### config.mk
export PLATFORM = sky130hd
export DESIGN_NAME = path_player
export DESIGN_NICKNAME = d
export VERILOG_FILES = /design/src/rtl/path_player_pkg.sv /design/src/rtl/path_player_step.sv /design/src/rtl/path_player.sv
export SDC_FILE = /design/constraint.sdc
export NUM_CORES = 1
export LEC_CHECK = 0
export CORE_MARGIN = 2
export CORE_UTILIZATION = 41
export CTS_CLUSTER_DIAMETER = 200
export CTS_CLUSTER_SIZE = 14
export DETAILED_ROUTE_END_ITERATION = 10
export GPL_ROUTABILITY_DRIVEN = 0
export PLACE_DENSITY_LB_ADDON = 0.12
export SLEW_MARGIN = 10
export SYNTH_ARGS = -nofsm -noshare
export SYNTH_HDL_FRONTEND = slang
export SYNTH_SLANG_ARGS = --single-unit
### constraint.sdc
create_clock -name clk -period 3.15 [get_ports clk]
set_clock_uncertainty 0.05 [all_clocks]
set_input_delay 0.315 -clock clk [delete_from_list [all_inputs] [get_ports clk]]
set_output_delay 0.315 -clock clk [all_outputs]
set_load 0.01 [all_outputs]
### src/rtl/path_player_pkg.sv
// Shared definitions for the path replay block: move encoding, FSM states and maze bounds.
package path_player_pkg;

  localparam logic [1:0] DIR_UP    = 2'b00;
  localparam logic [1:0] DIR_RIGHT = 2'b01;
  localparam logic [1:0] DIR_LEFT  = 2'b10;
  localparam logic [1:0] DIR_DOWN  = 2'b11;

  localparam int              MAZE_W   = 4;
  localparam logic [MAZE_W-1:0] MAZE_MAX = '1;

  typedef enum logic [2:0] {
    ST_IDLE,
    ST_INIT,
    ST_FETCH,
    ST_HOLD,
    ST_DONE
  } state_t;

endpackage

### src/rtl/path_player_step.sv
// Applies one move to (x, y); flags moves that would cross the 0/max edge instead of wrapping.
module step_unit
  import path_player_pkg::*;
#(
  parameter int COORD_W = 4
) (
  input  logic [COORD_W-1:0] x,
  input  logic [COORD_W-1:0] y,
  input  logic [1:0]         dir,
  output logic [COORD_W-1:0] nx,
  output logic [COORD_W-1:0] ny,
  output logic               out_of_range
);

  localparam logic [COORD_W-1:0] CMAX = '1;
  localparam logic [COORD_W-1:0] ONE  = COORD_W'(1);

  always_comb begin
    nx           = x;
    ny           = y;
    out_of_range = 1'b0;
    case (dir)
      DIR_UP: begin
        if (y == '0) out_of_range = 1'b1;
        else         ny = y - ONE;
      end
      DIR_RIGHT: begin
        if (x == CMAX) out_of_range = 1'b1;
        else           nx = x + ONE;
      end
      DIR_LEFT: begin
        if (x == '0) out_of_range = 1'b1;
        else         nx = x - ONE;
      end
      default: begin
        if (y == CMAX) out_of_range = 1'b1;
        else           ny = y + ONE;
      end
    endcase
  end

endmodule

### src/rtl/path_player.sv
// Replays the solver's move queue from (0,0), presenting each visited cell and
// reporting whether the walk ended cleanly at the far corner.
module path_player
  import path_player_pkg::*;
#(
  parameter int COORD_W     = 4,
  parameter int HOLD_CYCLES = 1,
  parameter int MAX_STEPS   = 255
) (
  input  logic               clk,
  input  logic               rst,
  input  logic               start,
  input  logic [1:0]         q_out,
  input  logic               finishq,
  output logic               rst_frontq,
  output logic               dequeue,
  output logic [COORD_W-1:0] x_o,
  output logic [COORD_W-1:0] y_o,
  output logic               pos_valid,
  output logic [7:0]         step_count,
  output logic               done,
  output logic               err
);

  localparam logic [COORD_W-1:0] CMAX      = '1;
  localparam int                 HW        = (HOLD_CYCLES > 1) ? $clog2(HOLD_CYCLES) : 1;
  localparam logic [HW-1:0]      HOLD_LOAD = HW'((HOLD_CYCLES > 0) ? HOLD_CYCLES - 1 : 0);
  localparam logic [7:0]         STEP_LIM  = 8'(MAX_STEPS);

  state_t             state_reg, state_next;
  logic [COORD_W-1:0] x_reg, x_next, y_reg, y_next;
  logic [7:0]         step_reg, step_next;
  logic [HW-1:0]      hold_reg, hold_next;
  logic               done_reg, done_next;
  logic               err_reg, err_next;
  logic               pos_valid_reg, pos_valid_next;
  logic               rfq_c, deq_c;

  logic [COORD_W-1:0] nx, ny;
  logic               out_of_range;

  step_unit #(.COORD_W(COORD_W)) u_step (
    .x            (x_reg),
    .y            (y_reg),
    .dir          (q_out),
    .nx           (nx),
    .ny           (ny),
    .out_of_range (out_of_range)
  );

  always_ff @(posedge clk) begin
    if (rst) begin
      state_reg     <= ST_IDLE;
      x_reg         <= '0;
      y_reg         <= '0;
      step_reg      <= '0;
      hold_reg      <= '0;
      done_reg      <= 1'b0;
      err_reg       <= 1'b0;
      pos_valid_reg <= 1'b0;
    end else begin
      state_reg     <= state_next;
      x_reg         <= x_next;
      y_reg         <= y_next;
      step_reg      <= step_next;
      hold_reg      <= hold_next;
      done_reg      <= done_next;
      err_reg       <= err_next;
      pos_valid_reg <= pos_valid_next;
    end
  end

  always_comb begin
    state_next     = state_reg;
    x_next         = x_reg;
    y_next         = y_reg;
    step_next      = step_reg;
    hold_next      = hold_reg;
    done_next      = done_reg;
    err_next       = err_reg;
    pos_valid_next = 1'b0;
    rfq_c          = 1'b0;
    deq_c          = 1'b0;
    case (state_reg)
      ST_IDLE: begin
        if (start) state_next = ST_INIT;
      end
      ST_INIT: begin
        rfq_c          = 1'b1;
        x_next         = '0;
        y_next         = '0;
        step_next      = '0;
        done_next      = 1'b0;
        err_next       = 1'b0;
        pos_valid_next = 1'b1;
        state_next     = ST_FETCH;
      end
      ST_FETCH: begin
        // Termination causes are checked in priority order before any move is taken.
        if (finishq) begin
          state_next = ST_DONE;
          done_next  = 1'b1;
          err_next   = !((x_reg == CMAX) && (y_reg == CMAX));
        end else if (out_of_range || (step_reg == STEP_LIM)) begin
          state_next = ST_DONE;
          done_next  = 1'b1;
          err_next   = 1'b1;
        end else begin
          deq_c          = 1'b1;
          x_next         = nx;
          y_next         = ny;
          step_next      = step_reg + 8'd1;
          pos_valid_next = 1'b1;
          if (HOLD_CYCLES == 0) begin
            state_next = ST_FETCH;
          end else begin
            state_next = ST_HOLD;
            hold_next  = HOLD_LOAD;
          end
        end
      end
      ST_HOLD: begin
        if (hold_reg == '0) state_next = ST_FETCH;
        else                hold_next  = hold_reg - HW'(1);
      end
      ST_DONE: begin
        if (start) state_next = ST_INIT;
      end
      default: state_next = ST_IDLE;
    endcase
  end

  // Queue strobes are masked while reset is held so an abort never disturbs the queue.
  assign rst_frontq = rfq_c & ~rst;
  assign dequeue    = deq_c & ~rst;
  assign x_o        = x_reg;
  assign y_o        = y_reg;
  assign pos_valid  = pos_valid_reg;
  assign step_count = step_reg;
  assign done       = done_reg;
  assign err        = err_reg;

endmodule

# Yosys cells after proc, flatten, opt, wreduce, memory -nomap -nowiden
# Cells that the tools add are included.
# op_classes
addsub	6
mul	0
n_div	0
magnitude_cmp	0
n_eq_ne	20
shift	0
mux	39
n_bitwise	3
reduce_logical	17
# op_table
cell	n
$mux 4	8
$pmux 4 s2	4
$mux 8	2
$pmux 8 s2	1
$mux 1	14
$mux 3	4
$ne 3x3->1 const B	4
$pmux 3 s4	1
$reduce_and 6->1	2
$add 4x1->4 const B	2
$add 8x1->8 const B	1
$eq 4x4->1 const B	2
$eq 8x8->1 const B	1
$logic_not 4->1	2
$ne 2x2->1 const B	4
$pmux 1 s2	4
$sub 4x1->4 const B	2
$eq 3x2->1 const B	2
$reduce_and 3->1	2
$reduce_and 2->1	2
$reduce_bool 2->1	2
$reduce_or 2->1	2
$eq 3x1->1 const B	1
$eq 3x3->1 const B	1
other kinds (14)	15
# word_totals
ff_bits	23
latch_bits	0
ramBits	0
mem_bits_ro	0
in_bits	6
out_inout_bits	21
word_cells	93
mem_count	0

# Logic depth before layout (Yosys ltp)
# Gate-level depths: netlist of run 1.
# depth
depth_word	8
ltp_mapped	9
mapped_depth_nobuf	8

# Modules after synthesis
# A second synthesis of run 1 with hierarchy kept.
# hier_totals
hier_cells	183
hier_area_um2	1559.0
# by_module_without_submodules
mod	instances	cells_per_inst	area_per_inst_um2	seq_area_each_um2
path_player	1	101	980.9	440.4
step_unit	1	82	578.1	0.0

# Least setup slack after synthesis of run 1
# OpenSTA, ideal clock, no wires.
# synth_path
path_kind	input to output
start	in q_out[0]
end	out dequeue
t_arrival_ns	1.716
required_ns	2.785
slack_ns	1.069
stages	8
n_path_buf	2
path_cell_list	inv_1 > ha_1 > nor4b_2 > a221oi_2 > nand4_2 > buf_6 > buf_2 > nor2_1
# synth_between
elab_chain_len	7
elab_cells_between_ends	9
cone_classes	eq/ne (2); mux (4); bitwise (1); reduce/logical (2)
# synth_rtl
item	line_no	source
start: declaration	path_player.sv:13	input logic [1:0] q_out,
$eq 2x2->1 (tied with other cells)	path_player_step.sv:22	case (dir)
$pmux 1 s3 *	path_player_step.sv:22	
$logic_or 1x1->1 *	path_player.sv:104	end else if (out_of_range || (step_reg == STEP_LIM)) begin
$mux 1 *	path_player.sv:104	
$mux 1 *	path_player.sv:100	if (finishq) begin
$mux 1 *	path_player.sv:84	case (state_reg)
$and 1x1->1 *	path_player.sv:135	assign dequeue = deq_c & ~rst;
end: declaration	path_player.sv:16	output logic dequeue,
# Every way passes the cells marked *; elsewhere a longest branch is shown, timed or not.

# Worst setup path after layout of run 1
# Same ends and word-level chain as after synthesis.

==> flow_metrics.py, run 1 <==
metrics = {
    "timing": {
        "min_period_over_period_pct": 91.5,
        "rsz0062_at_grt": "false",
        "holdWs_ns": 0.418,
        "slew_violations": 0,
        "tns_ns": 0,
        "slew_headroom_pct": 49.8,
        "min_period_ns": 2.88,
        "setup_viol": 0,
        "tightest_slew_ns": 0.750,
        "max_freq_ghz": 0.347,
        "hold_viol": 0,
    },
    "worst_setup_path": {
        "cp-end-kind": "output pin",
        "cp_max_fo": 6,
        "arrival_ns": 2.52,
        "timing.rr.start": "step_count[0]",
        "critPathCapture": "dequeue",
        "ff2ff_setup_slack_ns": 0.93,
        "timing.setup.critical_path_class": "in -> out",
        "slowest_delay_ns": 0.56,
        "crit_slowest_cell": "clkdlybuf4s50_1",
        "critPathLaunchType": "input port",
        "startpoint": "q_out[0]",
        "r2r-end": "step_count[6]",
        "rr_worst_depth": 7,
        "cp_data_required_time_ns": 2.78,
        "crit_family": "buffers and inverters",
        "cp_common_cell": "clkdlybuf4s50_1",
        "cp_num_cells": 8,
        "worst-path-buf-inv": 3,
        "path_cells": "clkdlybuf4s50_1 > inv_1 > ha_1 > nor4b_2 > a221oi_2 > nand4_2 > nor2_1 > clkdlybuf4s50_1",
    },
    "flow_run": {
        "maxCapViolCount": 0,
    },
    "synth": {
        "ys_ff_latch": 22,
        "syn_nets": 179,
        "avgSynthCellArea_um2": 8.78,
        "synth_area_um2": 1420,
        "synth-compound-area-share_pct": 21.5,
        "synth_top_area_cell": "dfxtp_1",
        "synth_top_area_share_pct": 31.0,
        "synth.area.top_cells": "dfxtp_1 31%, ha_1 7.9%, a21oi_1 3.2%, nand3_1 3.2%, fa_1 2.8%",
        "synthTopCellsByCount": "22 x dfxtp_1, 10 x inv_1, 10 x nor2_1",
        "synth_edf_count": 0,
        "synthArstFlopShare_pct": 0,
        "synth-simple-area-share_pct": 26.3,
        "synth_top_family_by_area": "simple AND/OR/NAND/NOR gates",
        "yosysWarnings": 0,
        "synth.area.mux_share_pct": 0.704,
        "synth_xor_area_share_pct": 3.69,
        "yosys.area_share.adder_pct": 10.7,
        "yosysMostFrequentCell": "dfxtp_1",
        "ys.flop_type": "dfxtp_1",
        "synth_cell_types": 55,
        "synthCells": 162,
        "yosysSeqAreaShare_pct": 31.0,
    },
    "global_route": {
        "grt_pass1_wl_mm": 6.34,
        "antenna_found_initial": 0,
        "grt_pass1_vias": 1340,
        "overflow": 0,
        "track_usage_pct": 19.4,
        "grt_max_degree": 23,
    },
    "power_and_ir_drop": {
        "ir_drop_mv": 0.226,
        "combPwrFrac_pct": 14.6,
        "seqPwrFrac_pct": 48.0,
        "sw_frac_of_total_pct": 25.6,
        "p_leak_nw": 0.662,
        "internal_power_uw": 449,
        "p_clk_share_pct": 37.4,
        "total_power_uw": 603,
        "power.switching_uw": 154,
        "powerDensity_nw_per_um2": 341,
    },
    "drt": {
        "drt_iter0_markers": 57,
        "viasPerCell": 5.90,
        "vias": 1374,
        "ant_nets": 0,
        "avgRoutedWirePerCell_um": 15.1,
        "drt-total-wl_mm": 3.52,
        "drcViolationCount": 0,
        "dr.pass1.iters": 4,
    },
    "final_layout": {
        "drive_above_1_share_pct": 7.49,
        "seq_area_um2": 440,
        "nets": 205,
        "fillers": 332,
        "largest_register_ffs": 8,
        "final_util_pct": 53.0,
        "area_growth_pct": 24.4,
        "antenna_cells": 0,
        "fin_area_um2": 1770,
        "multi_input_area_um2": 895,
    },
    "worst_hold_path": {
        "hold_depth": 2,
        "worstHoldPathType": "reg -> reg",
    },
    "clocking": {
        "cts_hold_buf": 0,
        "clock_path_buffers": 2,
        "worstSkewPairLatency_ns": 0.32,
        "ctsResizeCount": 0,
        "cts_root_buf": "clkbuf_4",
        "cts_sinks": 22,
        "post_cts_buffers": 0,
        "cts_tree": "built",
        "cts_buffers": 3,
        "ctsHtreeMaxLevel": 1,
        "clkTransAtPathRegs_ns": 0.13,
    },
    "floorplanning": {
        "io_pins": 27,
        "die_h_um": 62.9,
        "core_area_um2": 3340,
        "rows": 21,
        "start_util_pct": 42.6,
        "die-width_um": 62.9,
        "dieArea_um2": 3960,
    },
    "outcome": {
        "status": "complete, no violations",
    },
    "place": {
        "port_buffers": 26,
        "dp_hpwl_mm": 2.56,
        "dpl_cell_area_um2": 1720,
    },
}
[through the flow]
step	instances	setup slack, ns
floorplan	162	1.07
global placement	229	0.324
detailed placement	229	0.289
CTS	233	0.279
global route	233	0.179
finish	233	0.269
[layer usage]
layer,vias up,GRT usage [%],part of all wire (%)
li1,667,-,-
met1,670,25.9,47
met2,33,32.4,48
met3,4,3.06,3.8
met4,0,5.00,0.97
met5,-,0,0
[cell usage in the layout, fill, tap and decap left out, types with 3 or more instances in the layout]
cell type / netlist / layout
xor2_1: 4 / 4
or4_1: 4 / 4
nand3_1: 9 / 9
a21oi_1: 9 / 9
nor2_1: 10 / 10
nor3_1: 4 / 4
a31oi_1: 3 / 3
inv_1: 10 / 10
a22o_1: 3 / 3
o311ai_0: 4 / 4
ha_1: 9 / 9
clkbuf_4: 0 / 3
nand2_1: 8 / 8
and3_1: 3 / 3
dfxtp_1: 22 / 22
nand4_1: 6 / 6
buf_4: 0 / 3
clkdlybuf4s50_1: 0 / 26
[cell families after synthesis]
kind of cell             count (synthesis)
multiplexers                             1
adder cells (fa/ha/maj)                 11
XOR/XNOR                                 6
flip-flops                              22
AND/OR/NAND/NOR                         62
buffers and inverters                   19
AO/OA/AOI/OAI                           41
[layout make-up]
cell class	instances	share of cell area, %
clock inverters	1	1.70
clock buffers	3	1.27
well taps	46	3.25
repair buffers	29	16.0
multi-input cells	121	50.6
inverters	11	2.33
flip-flops and latches	22	24.9
[worst min path at each step]
stage / startpoint / to / slack [ns]
detailed placement: done / done / 0.40
global placement: done / done / 0.40
finish: done / done / 0.42
global route: done / done / 0.46
floorplan: start / state_reg[0] / 0.41
CTS: done / done / 0.42
[tightest hold or removal path: stages, from the launching register on]
cell and delay [ns]:
dfxtp_1 0.33, nand2_1 0.05, a21oi_1 0.05
[power groups by stage]
stage | Clock [mW] | Combinational (mW) | Sequential, mW
finish | 0.225 | 0.0882 | 0.290
CTS | 0.231 | 0.0885 | 0.290
floorplan | 0 | 0.0579 | 0.296
detailed placement | 0 | 0.0880 | 0.296
global placement | 0 | 0.0863 | 0.295
global route | 0.246 | 0.0977 | 0.291
(Power assumes the default switching activity.)
==> inputs of run 2 (changes only) <==
CTS_CLUSTER_SIZE = 10   (was 14)
RECOVER_POWER = 100   (was not set)
==> run 2 against run 1 <==
Net effect:
- worst hold slack worse by 0.0039 ns
- worst setup slack worse by 0.061 ns
- register-to-register slack about the same
- routed wire length about the same
- total power down 0.21%
- combinational power down 1%
- critical path depth unchanged
- non-clock buffer count unchanged
- cell area unchanged
- critical endpoint unchanged
==> flow_metrics.py, run 2 (same netlist as run 1, synthesis figures left out) <==
metrics = {
    "timing": {
        "setup_viol": 0,
        "rsz0062_at_grt": "false",
        "tightest_slew_ns": 0.747,
        "tns_ns": 0,
        "min_period_over_period_pct": 93.4,
        "slew_headroom_pct": 50.1,
        "min_period_ns": 2.94,
        "hold_viol": 0,
        "slew_violations": 0,
        "max_freq_ghz": 0.340,
    },
    "final_layout": {
        "area_growth_pct": 24.4,
        "drive_above_1_share_pct": 7.49,
        "antenna_cells": 0,
        "fillers": 332,
        "largest_register_ffs": 8,
        "nets": 205,
        "final_cell_mix": "22 x dfxtp_1, 21 x dlygate4sd3_1, 10 x inv_1, 10 x nor2_1",
        "layout_commonest_cell": "dfxtp_1",
        "finalNonFillerCells": 233,
    },
    "worst_setup_path": {
        "cp_max_fo": 6,
        "slowest_delay_ns": 0.58,
        "crit_family": "buffers and inverters",
        "path_cells": "dlygate4sd3_1 > inv_1 > ha_1 > nor4b_2 > a221oi_2 > nand4_2 > nor2_1 > clkdlybuf4s50_1",
        "timing.setup.critical_path_class": "in -> out",
        "rr_worst_depth": 7,
        "cp-end-kind": "output pin",
        "critPathLaunchType": "input port",
        "ff2ff_setup_slack_ns": 0.92,
        "worst-path-buf-inv": 3,
        "crit_slowest_cell": "dlygate4sd3_1",
        "r2r-end": "step_count[6]",
        "arrival_ns": 2.58,
        "timing.rr.start": "step_count[0]",
        "cp_data_required_time_ns": 2.78,
    },
    "drt": {
        "avgRoutedWirePerCell_um": 15.1,
        "drt-total-wl_mm": 3.52,
        "viasPerCell": 5.91,
        "wl_met1_mm": 1.64,
        "dr.pass1.iters": 4,
        "drt_iter0_markers": 55,
        "top_layer_used": "met4",
        "routed-wl-met3_um": 133,
        "vias": 1376,
        "drcViolationCount": 0,
        "wl_met2_mm": 1.72,
        "ant_nets": 0,
    },
    "floorplanning": {
        "die_h_um": 62.9,
        "dieArea_um2": 3960,
        "rows": 21,
        "start_util_pct": 42.6,
        "die-width_um": 62.9,
        "io_pins": 27,
        "core_area_um2": 3340,
    },
    "clocking": {
        "cts_tree": "built",
        "cts_hold_buf": 0,
        "cts_sinks": 22,
        "clock_path_buffers": 2,
        "ctsResizeCount": 0,
        "cts_root_buf": "clkbuf_4",
        "clkTransAtPathRegs_ns": 0.13,
        "worstSkewPairLatency_ns": 0.32,
        "ctsHtreeMaxLevel": 1,
        "cts_buffers": 3,
        "post_cts_buffers": 0,
    },
    "power_and_ir_drop": {
        "ir_drop_mv": 0.227,
        "powerDensity_nw_per_um2": 340,
        "p_leak_nw": 0.730,
    },
    "worst_hold_path": {
        "worstHoldPathType": "reg -> reg",
        "hold_end": "done",
        "hold_depth": 2,
        "hold_path_startpoint": "done",
    },
    "place": {
        "port_buffers": 26,
        "dp_hpwl_mm": 2.56,
        "place_inst": 229,
    },
    "global_route": {
        "antenna_found_initial": 0,
        "grt_pass1_vias": 1340,
        "overflow": 0,
        "grt_max_degree": 23,
        "track_usage_pct": 19.4,
        "grt_pass1_wl_mm": 6.34,
    },
    "outcome": {
        "status": "complete, no violations",
    },
    "flow_run": {
        "maxCapViolCount": 0,
    },
}
[run 2: cell type report]
class / count / area [µm²] / area share, %
Timing Repair Buffer: 29 / 283 / 16.0
Multi-Input combinational cell: 121 / 895 / 50.6
Clock inverter: 1 / 30.0 / 1.70
Sequential cell: 22 / 440 / 24.9
Tap cell: 46 / 57.6 / 3.25
Clock buffer: 3 / 22.5 / 1.27
Inverter: 11 / 41.3 / 2.33
[run 2: power breakdown]
| group | internal [mW] | leakage, nW | total [mW] | switching (mW) |
|---|---|---|---|---|
| clock network | 0.129 | 0.0279 | 0.226 | 0.0969 |
| logic | 0.0354 | 0.525 | 0.0871 | 0.0517 |
| registers | 0.283 | 0.178 | 0.290 | 0.00609 |
| total | 0.447 | 0.730 | 0.602 | 0.155 |
[run 2: worst register-to-register path: stages (launching register included)]
cell and delay, ns:
dfxtp_1 0.37, ha_1 0.25, and3_4 0.20, a221oi_2 0.29, nand4_2 0.15, buf_4 0.23, or4_1 0.47, a21boi_0 0.16
[run 2: stage by stage]
step | area (µm²) | power [mW] | setup WS, ns | hold WS (ns) | util [%]
after detailed placement | 1720 | 0.384 | 0.289 | 0.404 | 51.4
after global placement | 1720 | 0.382 | 0.324 | 0.398 | 51.4
after global routing | 1770 | 0.633 | 0.106 | 0.455 | 53.0
final | 1770 | 0.602 | 0.208 | 0.415 | 53.0
after CTS | 1770 | 0.609 | 0.279 | 0.422 | 53.0
after floorplan | 1420 | 0.354 | 1.07 | 0.405 | -
[run 2: layer usage]
metal / vias to the layer above / global-route usage, %
met5: - / 0
met4: 0 / 5.00
met3: 4 / 3.06
met2: 27 / 32.4
met1: 676 / 25.9
li1: 669 / -
[run 2: worst max path at each step]
stage              from      end  slack, ns  cells past startpoint
3_5_place_dp   q_out[0]  dequeue       0.29                      8
2_1_floorplan  q_out[0]  dequeue       1.07                      8
3_3_place_gp   q_out[0]  dequeue       0.32                      8
5_1_grt        q_out[0]  dequeue       0.11                      8
6_report       q_out[0]  dequeue       0.21                      8
4_1_cts        q_out[0]  dequeue       0.28                      8
==> inputs of run 3 (changes only) <==
CELL_PAD_IN_SITES_DETAIL_PLACEMENT = 1   (was not set)
CELL_PAD_IN_SITES_GLOBAL_PLACEMENT = 1   (was not set)
CORE_ASPECT_RATIO = 1.75   (was not set)
==> run 3 against run 2 <==
Net effect:
- cell area down 0.64%
- register-to-register slack lost 0.04 ns
- largest power group unchanged
- worst setup slack improved by 0.066 ns
- cell count fell by 0.43%
==> flow_metrics.py, run 3 (same netlist as run 1, synthesis figures left out) <==
metrics = {
    "power_and_ir_drop": {
        "ir_drop_mv": 0.209,
        "p_leak_nw": 0.726,
        "powerDensity_nw_per_um2": 315,
        "total_power_uw": 553,
    },
    "floorplanning": {
        "rows": 28,
        "start_util_pct": 42.3,
        "io_pins": 27,
        "die_h_um": 81.9,
        "core_area_um2": 3360,
        "die-width_um": 48.5,
        "dieArea_um2": 3980,
    },
    "place": {
        "dp_hpwl_mm": 2.95,
        "port_buffers": 26,
        "pre_cts_slack_ns": 0.291,
        "dpl_cell_area_um2": 1720,
    },
    "timing": {
        "setup_viol": 0,
        "min_period_ns": 2.88,
        "fin_ws_ns": 0.274,
        "tns_ns": 0,
        "min_period_over_period_pct": 91.3,
        "slew_violations": 0,
        "max_freq_ghz": 0.348,
        "rsz0062_at_grt": "false",
        "slew_headroom_pct": 59.7,
        "hold_viol": 0,
        "tightest_slew_ns": 0.596,
    },
    "flow_run": {
        "maxCapViolCount": 0,
    },
    "global_route": {
        "grt_pass1_vias": 1500,
        "antenna_found_initial": 0,
        "grt_pass1_wl_mm": 6.75,
        "grt_max_degree": 23,
        "overflow": 0,
        "track_usage_pct": 21.3,
    },
    "final_layout": {
        "final_util_pct": 52.3,
        "final_cell_mix": "22 x dfxtp_1, 20 x dlygate4sd3_1, 10 x inv_1, 10 x nor2_1",
        "antenna_cells": 0,
        "multi_input_area_um2": 888,
        "largest_register_ffs": 8,
        "nets": 206,
        "layout_commonest_cell": "dfxtp_1",
        "seq_area_um2": 440,
        "fillers": 426,
        "area_growth_pct": 23.6,
        "fin_area_um2": 1760,
        "drive_above_1_share_pct": 6.95,
    },
    "worst_setup_path": {
        "cp_max_fo": 6,
        "critPathLaunchType": "input port",
        "timing.setup.critical_path_class": "in -> out",
        "slowest_delay_ns": 0.54,
        "cp_common_cell": "clkdlybuf4s50_1",
        "crit_family": "buffers and inverters",
        "startpoint": "q_out[0]",
        "cp_data_required_time_ns": 2.78,
        "cp-end-kind": "output pin",
        "worst-path-buf-inv": 3,
        "crit_slowest_cell": "nor4b_1",
        "arrival_ns": 2.51,
        "path_cells": "clkdlybuf4s50_1 > inv_1 > ha_1 > nor4b_1 > a221oi_2 > nand4_2 > nor2_1 > clkdlybuf4s50_1",
        "timing.rr.start": "step_count[0]",
    },
    "clocking": {
        "clock_path_buffers": 2,
        "ctsResizeCount": 0,
        "cts_tree": "built",
        "clkTransAtPathRegs_ns": 0.08,
        "cts_hold_buf": 0,
        "cts_buffers": 3,
        "ctsHtreeMaxLevel": 1,
        "cts_sinks": 22,
        "post_cts_buffers": 0,
        "cts_root_buf": "clkbuf_8",
        "worstSkewPairLatency_ns": 0.26,
    },
    "drt": {
        "viasPerCell": 5.94,
        "drcViolationCount": 0,
        "avgRoutedWirePerCell_um": 16.6,
        "ant_nets": 0,
        "vias": 1378,
        "dr.pass1.iters": 4,
        "drt-total-wl_mm": 3.85,
        "drt_iter0_markers": 20,
    },
    "worst_hold_path": {
        "worstHoldPathType": "reg -> reg",
        "hold_path_startpoint": "done",
    },
    "outcome": {
        "status": "complete, no violations",
    },
}
-- run 3: worst paths after layout --
path	end	slack, ns	depth (start not counted)
min	done	0.41	2
max reg2reg	step_count[6]	0.88	7
min reg2reg	done	0.41	2
max	dequeue	0.27	8
-- run 3: cell type report --
type / count / area share [%]
multi-input combinational: 121 / 50.5
sequential: 22 / 25.1
timing repair buffer: 30 / 16.5
tap: 45 / 3.20
clock buffer: 3 / 2.35
inverter: 11 / 2.35
-- run 3: report_power, final --
group | internal [mW] | switching (mW)
clock network | 0.0853 | 0.0902
logic | 0.0360 | 0.0527
registers | 0.283 | 0.00630
total | 0.404 | 0.149
-- run 3: routing by layer --
layer  vias up  track usage, %  wire, µm
met1       676            23.3      1600
met4         0            11.7        85
met2        25            40.7      2100
met3        10            1.64        73
met5         -               0         0
li1        667               -         -
-- run 3: per-stage QoR --
stage          hold WS, ns  instances
6_report             0.409        232
3_5_place_dp         0.404        229
2_1_floorplan        0.405        162
3_3_place_gp         0.395        229
4_1_cts              0.416        232
5_1_grt              0.452        232
-- run 3: tightest hold or removal path, delay by kind of cell (launching register included) --
family	cells	cell delay, ns
DFF	1	0.31
and+or+nand+nor	1	0.05
AOI/OAI and AO/OA	1	0.05
